===== src/rtl/eclk_sync_bus.sv =====
// eclk_sync_bus: bridges a CPU request onto a 6800-style synchronous
// peripheral bus timed by the one-hot E-clock phase vector. The access
// window (vma/cia_sel) opens at the phase-3 sample and closes at the
// phase-9 sample, giving a 24-cycle window at 28 MHz.
module eclk_sync_bus (
  input  logic       clk_28,
  input  logic       reset_n,
  input  logic       clk7_en,
  input  logic [9:0] eclk,
  input  logic       req,
  input  logic       we,
  input  logic [3:0] addr,
  input  logic [7:0] wdata,
  output logic       ack,
  output logic [7:0] rdata,
  output logic       busy,
  output logic       vma,
  output logic       cia_sel,
  output logic       cia_we,
  output logic [3:0] cia_addr,
  output logic [7:0] cia_wdata,
  input  logic [7:0] cia_rdata,
  output logic       e_out,
  output logic       phase_err
);

  typedef enum logic [1:0] {
    ST_IDLE   = 2'd0,
    ST_WAIT   = 2'd1,
    ST_ACTIVE = 2'd2,
    ST_DONE   = 2'd3
  } state_t;

  // True when exactly one of the ten E-phase bits is set.
  function automatic logic onehot10(input logic [9:0] v);
    logic [3:0] cnt;
    cnt = 4'd0;
    for (int i = 0; i < 10; i++) begin
      cnt = cnt + {3'd0, v[i]};
    end
    return (cnt == 4'd1);
  endfunction

  state_t      state_q, state_d;
  logic        accept_s;
  logic        capture_s;
  logic        vma_d, cia_sel_d, cia_we_d, ack_d, busy_d;
  logic        vma_q, cia_sel_q, cia_we_q, ack_q, busy_q;
  logic        we_lat_q;
  logic [3:0]  cia_addr_q;
  logic [7:0]  cia_wdata_q;
  logic [7:0]  rdata_q;
  logic        e_out_q;
  logic        phase_err_q;

  // Next-state and registered-output decode; only sample cycles move the FSM,
  // except the unconditional DONE->IDLE step.
  always_comb begin
    state_d   = state_q;
    accept_s  = 1'b0;
    capture_s = 1'b0;
    case (state_q)
      ST_IDLE: begin
        if (clk7_en && req) begin
          state_d  = ST_WAIT;
          accept_s = 1'b1;
        end else begin
          state_d = ST_IDLE;
        end
      end
      ST_WAIT: begin
        if (clk7_en) begin
          if (!req) begin
            state_d = ST_IDLE;
          end else if (eclk[3]) begin
            state_d = ST_ACTIVE;
          end else begin
            state_d = ST_WAIT;
          end
        end else begin
          state_d = ST_WAIT;
        end
      end
      ST_ACTIVE: begin
        // req is deliberately ignored here: a started bus cycle always completes.
        if (clk7_en && eclk[9]) begin
          state_d   = ST_DONE;
          capture_s = ~we_lat_q;
        end else begin
          state_d = ST_ACTIVE;
        end
      end
      ST_DONE: begin
        state_d = ST_IDLE;
      end
      default: begin
        state_d = ST_IDLE;
      end
    endcase

    vma_d     = (state_d == ST_ACTIVE);
    cia_sel_d = (state_d == ST_ACTIVE);
    cia_we_d  = (state_d == ST_ACTIVE) & we_lat_q;
    ack_d     = (state_d == ST_DONE);
    busy_d    = (state_d != ST_IDLE);
  end

  // FSM state register.
  always_ff @(posedge clk_28 or negedge reset_n) begin
    if (!reset_n) begin
      state_q <= ST_IDLE;
    end else begin
      state_q <= state_d;
    end
  end

  // Bus control outputs registered from the next state so they align with it.
  always_ff @(posedge clk_28 or negedge reset_n) begin
    if (!reset_n) begin
      vma_q     <= 1'b0;
      cia_sel_q <= 1'b0;
      cia_we_q  <= 1'b0;
      ack_q     <= 1'b0;
      busy_q    <= 1'b0;
    end else begin
      vma_q     <= vma_d;
      cia_sel_q <= cia_sel_d;
      cia_we_q  <= cia_we_d;
      ack_q     <= ack_d;
      busy_q    <= busy_d;
    end
  end

  // Request latch at acceptance and read-data capture at the phase-9 sample.
  always_ff @(posedge clk_28 or negedge reset_n) begin
    if (!reset_n) begin
      we_lat_q    <= 1'b0;
      cia_addr_q  <= 4'd0;
      cia_wdata_q <= 8'd0;
      rdata_q     <= 8'd0;
    end else begin
      if (accept_s) begin
        we_lat_q    <= we;
        cia_addr_q  <= addr;
        cia_wdata_q <= wdata;
      end else begin
        we_lat_q    <= we_lat_q;
        cia_addr_q  <= cia_addr_q;
        cia_wdata_q <= cia_wdata_q;
      end
      if (capture_s) begin
        rdata_q <= cia_rdata;
      end else begin
        rdata_q <= rdata_q;
      end
    end
  end

  // Registered E clock and sticky phase-vector sanity flag.
  always_ff @(posedge clk_28 or negedge reset_n) begin
    if (!reset_n) begin
      e_out_q     <= 1'b0;
      phase_err_q <= 1'b0;
    end else begin
      e_out_q     <= eclk[6] | eclk[7] | eclk[8] | eclk[9];
      phase_err_q <= phase_err_q | (clk7_en & ~onehot10(eclk));
    end
  end

  assign ack       = ack_q;
  assign busy      = busy_q;
  assign vma       = vma_q;
  assign cia_sel   = cia_sel_q;
  assign cia_we    = cia_we_q;
  assign cia_addr  = cia_addr_q;
  assign cia_wdata = cia_wdata_q;
  assign rdata     = rdata_q;
  assign e_out     = e_out_q;
  assign phase_err = phase_err_q;

endmodule


===== config.mk =====
export PLATFORM = sky130hd
export DESIGN_NAME = eclk_sync_bus
export DESIGN_NICKNAME = d
export VERILOG_FILES = /design/src/rtl/eclk_sync_bus.sv
export SDC_FILE = /design/constraint.sdc
export NUM_CORES = 1
export LEC_CHECK = 0
export CAP_MARGIN = 20
export CORE_MARGIN = 2
export CORE_UTILIZATION = 44
export CTS_CLUSTER_DIAMETER = 60
export DETAILED_ROUTE_END_ITERATION = 10
export GPL_TIMING_DRIVEN = 0
export PLACE_DENSITY = 0.84
export SLEW_MARGIN = 20
export SYNTH_ARGS = -nofsm -noshare
export SYNTH_HDL_FRONTEND = slang
export SYNTH_SLANG_ARGS = --single-unit
export TNS_END_PERCENT = 1

===== constraint.sdc =====
create_clock -name clk_28 -period 3.75 [get_ports clk_28]
set_input_delay 0.5625 -clock clk_28 [delete_from_list [all_inputs] [get_ports clk_28]]
set_output_delay 0.5625 -clock clk_28 [all_outputs]
set_load 0.01 [all_outputs]

==> results of run 1 <==
[power by group through the flow]
stage | clock (mW) | combinational [mW] | sequential (mW)
2_1_floorplan | 0 | 0.231 | 0.560
3_3_place_gp | 0 | 0.577 | 0.506
3_5_place_dp | 0 | 0.600 | 0.514
4_1_cts | 0.220 | 0.604 | 0.510
5_1_grt | 0.235 | 0.647 | 0.522
6_report | 0.211 | 0.602 | 0.509
[flip-flops by register name, indices dropped and copies added (netlist names)]
register / flops
we_lat_q: 1
cia_sel: 1
state_q: 2
cia_we: 1
busy: 1
cia_wdata: 8
phase_err: 1
e_out: 1
ack: 1
rdata: 8
cia_addr: 4
[logic make-up (layout without fill, tap and decap cells)]
kind of cell,after synthesis,in the layout,share of synthesized area
adders and majority gates,8,8,0.1037
AOI/OAI and AO/OA,5,5,0.02591
buffers and inverters,14,82,0.05451
muxes,22,22,0.2029
DFF,29,29,0.5183
and+or+nand+nor,16,16,0.09472
[metal layers]
metal	global-route usage	up-vias	wire, um
met2	0.3106	43	1536
li1	-	448	-
met4	0.07453	0	41
met1	0.1891	473	1169
met3	0.06610	4	183
met5	0	-	0
[layout make-up]
| cell class | instances | area (um^2) |
|---|---|---|
| tap | 44 | 55.05 |
| buffer | 3 | 35.03 |
| clock buffer | 7 | 65.06 |
| inverter | 11 | 41.29 |
| clock inverter | 1 | 5.005 |
| multi-input combinational | 51 | 604.3 |
| timing repair buffer | 60 | 600.6 |
| sequential | 29 | 725.7 |
| fill | 218 | 895.9 |
[synthesized netlist by cell type]
library cell / count
sky130_fd_sc_hd__a21oi_1: 1
sky130_fd_sc_hd__a311o_2: 1
sky130_fd_sc_hd__a31o_2: 1
sky130_fd_sc_hd__and2_1: 2
sky130_fd_sc_hd__buf_12: 1
sky130_fd_sc_hd__buf_4: 2
sky130_fd_sc_hd__dfrtp_1: 29
sky130_fd_sc_hd__fa_1: 6
sky130_fd_sc_hd__ha_1: 2
sky130_fd_sc_hd__inv_1: 11
sky130_fd_sc_hd__mux2_2: 11
sky130_fd_sc_hd__mux2_4: 10
sky130_fd_sc_hd__mux2i_1: 1
sky130_fd_sc_hd__nand2_1: 4
sky130_fd_sc_hd__nand2b_1: 1
sky130_fd_sc_hd__nand3_1: 1
sky130_fd_sc_hd__nand3b_4: 1
sky130_fd_sc_hd__nand4_1: 1
sky130_fd_sc_hd__nand4b_4: 1
sky130_fd_sc_hd__nor2_1: 1
sky130_fd_sc_hd__nor2_4: 2
sky130_fd_sc_hd__nor4bb_1: 1
sky130_fd_sc_hd__o21ai_0: 1
sky130_fd_sc_hd__o22ai_1: 1
sky130_fd_sc_hd__or4_1: 1
[worst reg2reg max path: stages (launching register included)]
cell and delay [ps]:
sky130_fd_sc_hd__dfrtp_1 450, sky130_fd_sc_hd__nand3b_4 220, sky130_fd_sc_hd__nor2_4 170, sky130_fd_sc_hd__buf_12 170, sky130_fd_sc_hd__mux2_4 310
[stage by stage]
stage / cell area, um^2 / TNS [ps] / hold slack (ps) / instances / power [mW]
after floorplan: 1400 / 0 / 266.9 / 94 / 0.7909
after global placement: 2056 / -208.9 / 459.4 / 198 / 1.083
after detailed placement: 2051 / -308.9 / 461.2 / 198 / 1.114
after CTS: 2121 / 0 / 256.6 / 206 / 1.334
after global routing: 2132 / 0 / 276.0 / 206 / 1.403
final: 2132 / 0 / 255.2 / 206 / 1.322
[layout by cell type (no fill, tap or decap), drive strengths merged]
cell	instances
mux2i	1
nor2	3
o21ai	1
nand4b	1
a21oi	1
fa	6
inv	11
o22ai	1
ha	2
mux2	21
nor4bb	1
dfrtp	29
and2	2
clkbuf	7
or4	1
buf	4
a31o	1
nand2	4
clkdlybuf4s50	57
nand3	1
nand3b	1
nand2b	1
dlymetal6s2s	2
a311o	1
clkinv	1
nand4	1
[final timing paths]
path	end	startpoint	slack [ps]	cells past startpoint
hold reg to reg	phase_err$_DFF_PN0_	phase_err$_DFF_PN0_	470	1
hold / removal	rdata[3]$_DFFE_PN0P_	reset_n	260	1
max in group asynchronous	state_q[0]$_DFF_PN0_	reset_n	3080	1
setup reg to reg	cia_wdata[3]$_DFFE_PN0P_	state_q[1]$_DFF_PN0_	2340	4
min in group clk_28	phase_err$_DFF_PN0_	phase_err$_DFF_PN0_	470	1
setup / recovery	phase_err$_DFF_PN0_	eclk[0]	80	12
==> metrics list, run 1 <==
- After detailed routing, the number of vias per cell comes to 4.699.
- Data required time of the critical path: 3960 ps
* Number of antenna cells inserted: 0
* Setup ws final: 83.09 ps
* Final estimated routing congestion in global placement: 0.7894
- The synthesized netlist contains 25 unique library cells.
- In the global route stage, overall resource usage came out at 0.1758.
- The initial utilization of the core area, before any placement, comes to 0.4624.
- Synthesized instance count: 94
- During synthesis, Yosys emitted a total of 0 warnings.
* Total number of nets in the final design: 204
- Port Buffer Count: 60
- After detailed routing, the average wire length per cell comes to 14.23 um.
* Area share of the leading cell type in the synthesized netlist: 0.5183
* Final core utilization: 0.7041
* Cell type with the largest total area after synthesis: sky130_fd_sc_hd__dfrtp_1
* Row cnt: 20
* Unrepaired setup endpoints after global routing: no
- Detailed Route Iter0 Violations: 13
- TritonCTS built the clock tree.
- The share of total power dissipated in combinational logic is 0.455.
- Number of DRC violations after detailed routing: 0
* Max Fclk: 0.2727 GHz
- Hold Fails Final Rpt: 0
- WL final: 2931 um
* Net count of the mapped netlist: 137
* Chip Width: 60.41 um
- The total area inside the core boundary comes to 3028 um^2.
- The flow ran to the end, and the final reports show no timing, DRC or antenna violations.
* Worst setup skew after layout: 9.086 ps
- Gates resized during post-CTS repair numbered 0.
- Clock tree synthesis inserted a total of 5 buffers.
* H-tree level count: 2
- Total Die Area: 3649 um^2
* Root buffer cell: sky130_fd_sc_hd__clkbuf_4
* Worst slack after detailed placement: -308.9 ps
- CP Cell Sequence: clkdlybuf4s50_1 -> fa_1 -> fa_1 -> inv_1 -> fa_1 -> inv_1 -> ha_1 -> inv_1 -> fa_1 -> nor4bb_2 -> nand2_1 -> a31o_2
* Cell area after synthesis: 1400 um^2
* Area added between synthesis and finish: 52.28%
- In this design, the stage delay of the slowest critical-path cell is 510 ps.
- For this run, the register share of the synthesized area comes to 0.5183.
- Detailed placement finished with a half-perimeter wire length of 2362 um.
- First drt pass iteration count: 4
- The final count of pins violating max slew is 0.
- The critical path is of the input port to flop type.
- Summed over all layers, the global routing overflow is 0.
- Worst EP arrival: 3870 ps
* Critical Path Most Common Cell: sky130_fd_sc_hd__fa_1
- Measured along the y axis, the die boundary spans 60.41 um.
- STA classifies the critical path endpoint as a flop.
* Number of global-route vias before repair: 1005
- Setup Fix Bufs, Post-CTS: 0
* Wire length of the first global-routing pass: 4505 um
* Relative slew slack: 0.5775
- Via count: 968
- Max-cap violations in this run came to 0.
* Slowest cell on the critical path: sky130_fd_sc_hd__fa_1
- I/O pin count: 62
* Post-synthesis sequential element count: 29
- Entering global routing, the biggest net connects 30 pins.
* Actual slew at the worst max-slew pin: 633.8 ps
- Number of buffer and inverter instances along the worst setup path: 4
- Proportion of layout cells with a drive suffix above 1: 0.2469
- Setup violations remaining at the end of the flow were counted as 0.
* Clock network power share: 0.160
- Hold repair after CTS inserted 0 buffers.
* Total internal power: 932.9 uW
- At the later pin of the worst-skew pair, clock insertion delay measures 320 ps.
- Proportion of total power due to net switching: 0.2941
- Maximum clock insertion buffer count: 2
- The kind of cell with the highest combined delay along the critical path is adder cells.
* Final period demand of the worst path: 3667 ps
- The worst setup path is launched from an input port.
- Average cell area after synthesis: 14.89 um^2
* Initial antenna violation count: 0
- The analysis attributes to net switching a power of 388.8 uW.
* Sink Count: 29
* Clock transition at the registers of the reported paths: 90 ps
* Maximum ir drop on the vdd rail: 373.6 uV
- Leakage power: 0.9711 nW
- In this run the worst path has a maximum fanout of 2.
* Antenna violation net count after detailed routing: 0
* Class of the worst hold path: input port to asynchronous set/reset pin
* Pwr dens: 619.9 nW/um^2
- Dividing the final minimum period by the clock period gives 0.9778.
- Dominant cells by area after synthesis: sky130_fd_sc_hd__dfrtp_1 52%, sky130_fd_sc_hd__mux2_4 11%, sky130_fd_sc_hd__mux2_2 8.8%
- Of the total power, registers draw 0.385.
(Power assumes the default switching activity.)
==> inputs of run 2 (changes only) <==
Settings changed: CORE_ASPECT_RATIO set to 2, CORE_MARGIN 2 to not set.
==> run 2 against run 1 <==
Against the previous run: design area grew 0.82%; highest routed layer unchanged; first-iteration DRC count grew 31%; sequential share of layout area shrank 0.28 points; final cell count shrank 6.3%; clock power grew 15%; clock skew shrank 6.2 ps; maximum frequency grew 1.3%; non-clock buffer count grew 1; routed wire length grew 3.0%; flip-flop and latch count is the same; hold slack gained 50 ps; total power grew 3.4%.
==> metrics list, run 2 (synthesized netlist as in run 1, its figures left out) <==
- The run finished with clean final reports.
* Sum of internal, switching and leakage power: 1.366 mW (+3.4%)
- Total clock buffers created by CTS: 5 (unchanged)
* Worst slack after detailed placement: -360.0 ps (-51.13 ps)
* Data required time of the critical path: 3920 ps (-40 ps)
- The initial antenna violation count is 0 (unchanged).
- The top cell types in the final layout, fill and taps aside, are 54 x sky130_fd_sc_hd__clkdlybuf4s50_1, 29 x sky130_fd_sc_hd__dfrtp_1, 11 x sky130_fd_sc_hd__inv_1, 11 x sky130_fd_sc_hd__mux2_2, 10 x sky130_fd_sc_hd__mux2_4.
- The maximum number of pins on one net before global-route repair is 30 (unchanged).
* Class of the worst hold path: input port to asynchronous set/reset pin
- Remaining global-route overflow: 0 (unchanged)
- Unrepaired setup endpoints after global routing: no
* Setup-violating endpoint count in the final report: 0 (unchanged)
* Clock transition at the registers of the reported paths: 60 ps (-30 ps)
- The horizontal extent of the die came to 41.89 um (-31%).
- Slew Viols, Final: 0 (unchanged)
* WL final: 3020 um (+3.0%)
- Worst EP arrival: 3790 ps (-80 ps)
- The count of standard-cell rows came to 28 (+40%).
* Starting density of the core: 0.4702 (+0.007771)
- Final core utilization: 0.7218 (+0.01772)
- Via count: 985 (+1.8%)
- Number of global-route vias before repair: 1001 (-0.40%)
- Clock tree synthesis selected as its root buffer the cell sky130_fd_sc_hd__clkbuf_8.
- I/O pin count: 62 (unchanged)
- The biggest cell delay along the critical path is 530 ps (+20 ps).
* Core area: 2978 um^2 (-1.7%)
- Clock latency of the later-clocked register in the worst-skew pair: 280 ps (-40 ps)
- The reported max-cap violation count was 0 (unchanged).
- The number of cells on the worst reg-to-reg path is 3 (-1).
- The largest voltage drop on the vdd net was 444.7 uV (+19%).
* Die Height: 81.78 um (+35%)
- The minimum clock period is 3619 ps (-47.82 ps).
- Leading cell type in the layout, fill and taps excluded: sky130_fd_sc_hd__clkdlybuf4s50_1
- The fraction of layout cells with a size suffix above 1 is 0.2515 (+0.004620).
- The worst clock skew is 2.900 ps (-6.186 ps).
- Leakage power: 1.004 nW (+3.4%)
* Setup TNS: 0 ps (unchanged)
- The post-layout instance area was 2150 um^2 (+0.82%).
* Crit share post-route: 0.9651 (-0.01275)
- The headroom to the max-slew limit was 0.5715 (-0.006034).
* Maximum clock insertion buffer count: 2 (unchanged)
* Max Used Layer: met4
* Routed vias/inst: 5.104 (+8.6%)
* Routed length on met1: 1030 um (-12%)
- Pwr dens: 635.5 nW/um^2 (+2.5%)
- The actual transition at the worst max-transition pin came to 642.8 ps (+9.051 ps).
- Sink Count: 29 (unchanged)
* Avg WL per Cell: 15.65 um (+10%)
* Antenna violation net count after detailed routing: 0 (unchanged)
- Largest fanout on the critical path: 2 (unchanged)
- The number of port buffers is 60 (unchanged).
- Count of hold-fix buffers inserted at cts: 0 (unchanged)
* Max Fclk: 0.2763 GHz (+1.3%)
- The die area is 3425 um^2 (-6.1%).
- Number of antenna cells inserted: 0 (unchanged)
- The placer's final routability congestion estimate came to 0.7221 (-8.5%).
- The deepest level of the CTS H-tree was 2 (unchanged).
- TritonCTS built the clock tree.
- For this design, the slowest cell found on the critical path is sky130_fd_sc_hd__fa_1.
* First drt pass iteration count: 4 (unchanged)
- Detailed Route Iter0 Violations: 17 (+4)
* Wire length of the first global-routing pass: 4650 um (+3.2%)
* Critical Setup Path Class: input port to flop
- In this design, the critical path's most frequently occurring cell is sky130_fd_sc_hd__fa_1.
* Total global-route track usage: 0.1882 (+0.01244)
* Total number of nets in the final design: 205 (+0.49%)
* Multi-input gate area: 615.6 um^2 (+1.9%)
- Critical Path Start Type: input port
- Routed met3 length: 177 um (-3.3%)
- Setup ws final: 130.9 ps (+47.82 ps)
- The routed length on met2 is 1743 um (+13%).
* Filler cell count in the final layout: 215 (-1.4%)
* Sequential cell area: 725.7 um^2 (unchanged)
- The final number of hold-violating endpoints came to 0 (unchanged).
* Crit end category: flop
* Number of DRC violations after detailed routing: 0 (unchanged)
- The signal on the critical path passes through clkdlybuf4s50_1 -> fa_1 -> fa_1 -> inv_1 -> fa_1 -> inv_1 -> ha_2 -> inv_1 -> fa_1 -> nor4bb_4 -> nand2_1 -> a31o_2.
- The area of placed instances is 2033 um^2 (-0.85%).
- The area growth from synthesis to layout is 53.53%.
run 2: changes by cell type in the layout (fill, tap and decap cells not counted), moves of 2 or more:
cell	change
sky130_fd_sc_hd__clkbuf_4	-5
sky130_fd_sc_hd__clkbuf_8	+3
sky130_fd_sc_hd__clkdlybuf4s50_1	-3
sky130_fd_sc_hd__dlymetal6s2s_1	+2
run 2: worst paths after layout:
check,start,to,slack [ps]
max,eclk[1],phase_err$_DFF_PN0_,130
min,reset_n,phase_err$_DFF_PN0_,300
max reg2reg,state_q[0]$_DFF_PN0_,rdata[7]$_DFFE_PN0P_,2320
min reg2reg,phase_err$_DFF_PN0_,phase_err$_DFF_PN0_,470
max in group asynchronous,reset_n,cia_addr[2]$_DFFE_PN0P_,3020
min in group clk_28,phase_err$_DFF_PN0_,phase_err$_DFF_PN0_,470
run 2: metrics by stage:
stage | cells | hold slack [ps]
2_1_floorplan | 94 | 266.9
3_3_place_gp | 184 | 462.1
3_5_place_dp | 184 | 456.5
4_1_cts | 192 | 315.9
5_1_grt | 193 | 351.2
6_report | 193 | 304.8
run 2: power by group:
group	switching (mW)	internal, mW	leakage, nW	total, mW
logic	0.212	0.404	0.609	0.616
registers	0.0741	0.434	0.350	0.508
clock network	0.114	0.128	0.0450	0.242
run 2: cell type report:
class,instances,share of cell area
Clock inverter,2,0.004657
Inverter,11,0.01921
Multi-Input combinational cell,51,0.2864
Tap cell,30,0.01746
Sequential cell,29,0.3376
Buffer,3,0.01630
Timing Repair Buffer,61,0.2846
Clock buffer,6,0.03376
run 2: what timing repair did:
| item | CTS | global route |
|---|---|---|
| gates resized for setup | 2 | 6 |
| endpoints found under the setup margin | 1 | 1 |
| cloned | 0 | 0 |
| pin swaps | 0 | 5 |
| setup buffers | 0 | 1 |
run 2: critical path: cells and delay by family:
kind            cells  cell delay, ps
fa+ha+maj           5            2050
simple gates        2             300
buf+inv             4             650
compound gates      1             230
run 2: layer usage:
metal,vias up,global-route usage
met5,-,0
met4,0,0.1161
met2,44,0.3313
met1,486,0.2023
li1,450,-
met3,5,0.03956
==> inputs of run 3 (changes only) <==
Settings changed: CORE_ASPECT_RATIO 2 to not set, CORE_MARGIN set to 1, CORE_UTILIZATION 44 to 65, DONT_BUFFER_PORTS set to 1, PLACE_DENSITY 0.84 to 0.81.
==> run 3 against run 2 <==
Against the previous run: sequential power increased by 14%; final cell count decreased by 33%; register-to-register slack about the same; clock skew increased by 8.8 ps; design area decreased by 30%; flip-flop and latch count unchanged; combinational power decreased by 56%; worst setup slack improved by 450 ps; global-route usage increased by 3.7 points; utilization increased by 3.0 points; hold slack got worse by 250 ps; highest routed layer unchanged; die area decreased by 32%.
==> metrics list, run 3 (synthesized netlist as in run 1, its figures left out) <==
* CP Cell Sequence: fa_1 -> fa_1 -> inv_1 -> fa_1 -> inv_1 -> ha_1 -> inv_1 -> fa_1 -> nor4bb_1 -> nand2_1 -> a31o_2
- TritonCTS built the clock tree.
- Total Die Area: 2344 um^2 (-32%)
- The reported max-cap violation count came to 0 (unchanged).
- The utilization after layout was 0.7519 (+0.03003).
* Total clock buffers created by CTS: 5 (unchanged)
- Slew Viols, Final: 0 (unchanged)
- The maximum count of clock buffers along a single path came to 2 (unchanged).
- Met3 GRT Util: 0.1132 (+0.07365)
- The run finished with clean final reports.
- The cell area power density is 680.3 nW/um^2 (+7.1%).
- Clock transition at the registers of the reported paths: 100 ps (+40 ps)
- Most frequent cells in the layout: 29 x sky130_fd_sc_hd__dfrtp_1, 11 x sky130_fd_sc_hd__inv_1, 11 x sky130_fd_sc_hd__mux2_2, 10 x sky130_fd_sc_hd__mux2_4, 6 x sky130_fd_sc_hd__fa_1
* Setup TNS: 0 ps (unchanged)
- The insertion delay to the later sink of the worst-skew pair came to 310 ps (+30 ps).
* Proportion of layout cells with a drive suffix above 1: 0.3689 (+0.1174)
- Worst setup skew after layout: 11.72 ps (+8.816 ps)
- Class of the worst hold path: input port to asynchronous set/reset pin
- Root buffer cell: sky130_fd_sc_hd__clkbuf_4
* Detailed Route Iter0 Violations: 8 (-9)
- The number of setup violations in the final report was 0 (unchanged).
- Data required time of the critical path: 3960 ps (+40 ps)
- Critical Setup Path Class: input port to flop
* Critical Path Most Common Cell: sky130_fd_sc_hd__fa_1
* Count of hold-fix buffers inserted at cts: 1 (+1)
* Crit share post-route: 0.8449 (-0.1202)
- The library cell used most frequently in the layout, excluding fill and tap cells, is sky130_fd_sc_hd__dfrtp_1.
* Actual slew at the worst max-slew pin: 258.0 ps (-384.8 ps)
* Number of antenna cells inserted: 0 (unchanged)
- Post-DP HPWL: 1728 um
* Wire length of the first global-routing pass: 3767 um (-19%)
- The post-cts repair resize count came to 0 (-2).
- The global routing stage identified its most utilized layer as met2.
- Largest net degree at the start of global routing: 30 (unchanged)
* Met1 demand-to-capacity share in global routing: 0.2422 (+0.03989)
- Leakage power: 0.7202 nW (-28%)
- The total number of vias is 752 (-24%).
- H-tree level count: 2 (unchanged)
* Max Fclk: 0.3156 GHz (+14%)
- The number of remaining DRC errors was 0 (unchanged).
* Avg WL per Cell: 17.38 um (+11%)
* Maximum ir drop on the vdd rail: 429.1 uV (-3.5%)
* Port Buffer Count: 0 (-100%)
* WL final: 2259 um (-25%)
* Crit end category: flop
- Remaining global-route overflow: 0 (unchanged)
* Starting density of the core: 0.6994 (+0.2292)
- The final number of hold-violating endpoints came to 0 (unchanged).
- The all-layer global routing usage was 0.2257 (+0.03750).
- The average via count per standard cell came to 5.785 (+13%).
- Critical Path Start Type: input port
* Setup Fix Bufs, Post-CTS: 0 (unchanged)
- Sink Count: 29 (unchanged)
* Chip Width: 48.41 um (+16%)
* Largest fanout on the critical path: 2 (unchanged)
- Total number of nets in the final design: 145 (-29%)
- The number of iterations in the first detailed-routing pass is 3 (-1).
* Relative slew slack: 0.8280 (+0.2565)
* Final period demand of the worst path: 3168 ps (-450.6 ps)
- Final estimated routing congestion in global placement: 0.6773 (-6.2%)
* Stage delay of the slowest cell on the critical path: 530 ps (about the same)
- Number of global-route vias before repair: 813 (-19%)
- Die Height: 48.41 um (-41%)
- I/O pin count: 62 (unchanged)
* Initial antenna violation count: 0 (unchanged)
* Core area: 2002 um^2 (-33%)
- The count of standard-cell rows is 16 (-43%).
- The count of nets left with antenna violations after detail routing was 0 (unchanged).
- Global routing usage on met2: 0.3779 (+0.04668)
- Slowest cell on the critical path: sky130_fd_sc_hd__fa_1
- Worst EP arrival: 3380 ps (-410 ps)
* Unrepaired setup endpoints after global routing: no
- Area added between synthesis and finish: 7.506%
==> run 3: path summary, 6_finish.rpt <==
check / cells after the start / from / to / slack (ps)
setup reg to reg: 3 / state_q[0]$_DFF_PN0_ / rdata[1]$_DFFE_PN0P_ / 2320
max in group asynchronous: 1 / reset_n / cia_wdata[5]$_DFFE_PN0P_ / 3530
min in group clk_28: 1 / eclk[9] / e_out$_DFF_PN0_ / 360
hold reg to reg: 1 / phase_err$_DFF_PN0_ / phase_err$_DFF_PN0_ / 540
hold / removal: 1 / reset_n / e_out$_DFF_PN0_ / 50
setup / recovery: 11 / eclk[0] / phase_err$_DFF_PN0_ / 580
==> run 3: where the power goes <==
group / internal (mW) / switching (mW)
Combinational: 0.176 / 0.0963
Clock: 0.0713 / 0.102
Sequential: 0.434 / 0.145
==> run 3: per-stage QoR <==
step | instance area, um^2 | hold WS [ps] | cells | setup slack [ps] | total power, mW
CTS | 1505 | 50.26 | 130 | 572.6 | 1.033
global placement | 1434 | 267.5 | 121 | 353.7 | 0.8260
finish | 1505 | 52.25 | 130 | 581.5 | 1.024
detailed placement | 1434 | 267.5 | 121 | 213.9 | 0.8506
global route | 1505 | 35.43 | 130 | 475.6 | 1.090
floorplan | 1400 | 266.9 | 94 | 412.0 | 0.7909
==> run 3: worst max-delay path: cells and delay by family <==
family / cells / cell delay [ps]
AOI/OAI and AO/OA: 1 / 230
buffers and inverters: 3 / 170
and+or+nand+nor: 2 / 290
adders and majority gates: 5 / 2130
==> run 3: layer usage <==
metal | vias up | share of wire
met1 | 377 | 0.40
met2 | 40 | 0.51
li1 | 331 | -
met3 | 4 | 0.081
met5 | - | 0
met4 | 0 | 0.011
==> run 3: layout make-up <==
type / count / area, um^2
sequential: 29 / 725.7
multi-input combinational: 51 / 598.1
clock inverter: 2 / 10.01
buffer: 3 / 35.03
inverter: 11 / 41.29
clock buffer: 6 / 41.29
fill: 126 / 496.7
timing repair buffer: 1 / 20.02
tap: 27 / 33.78
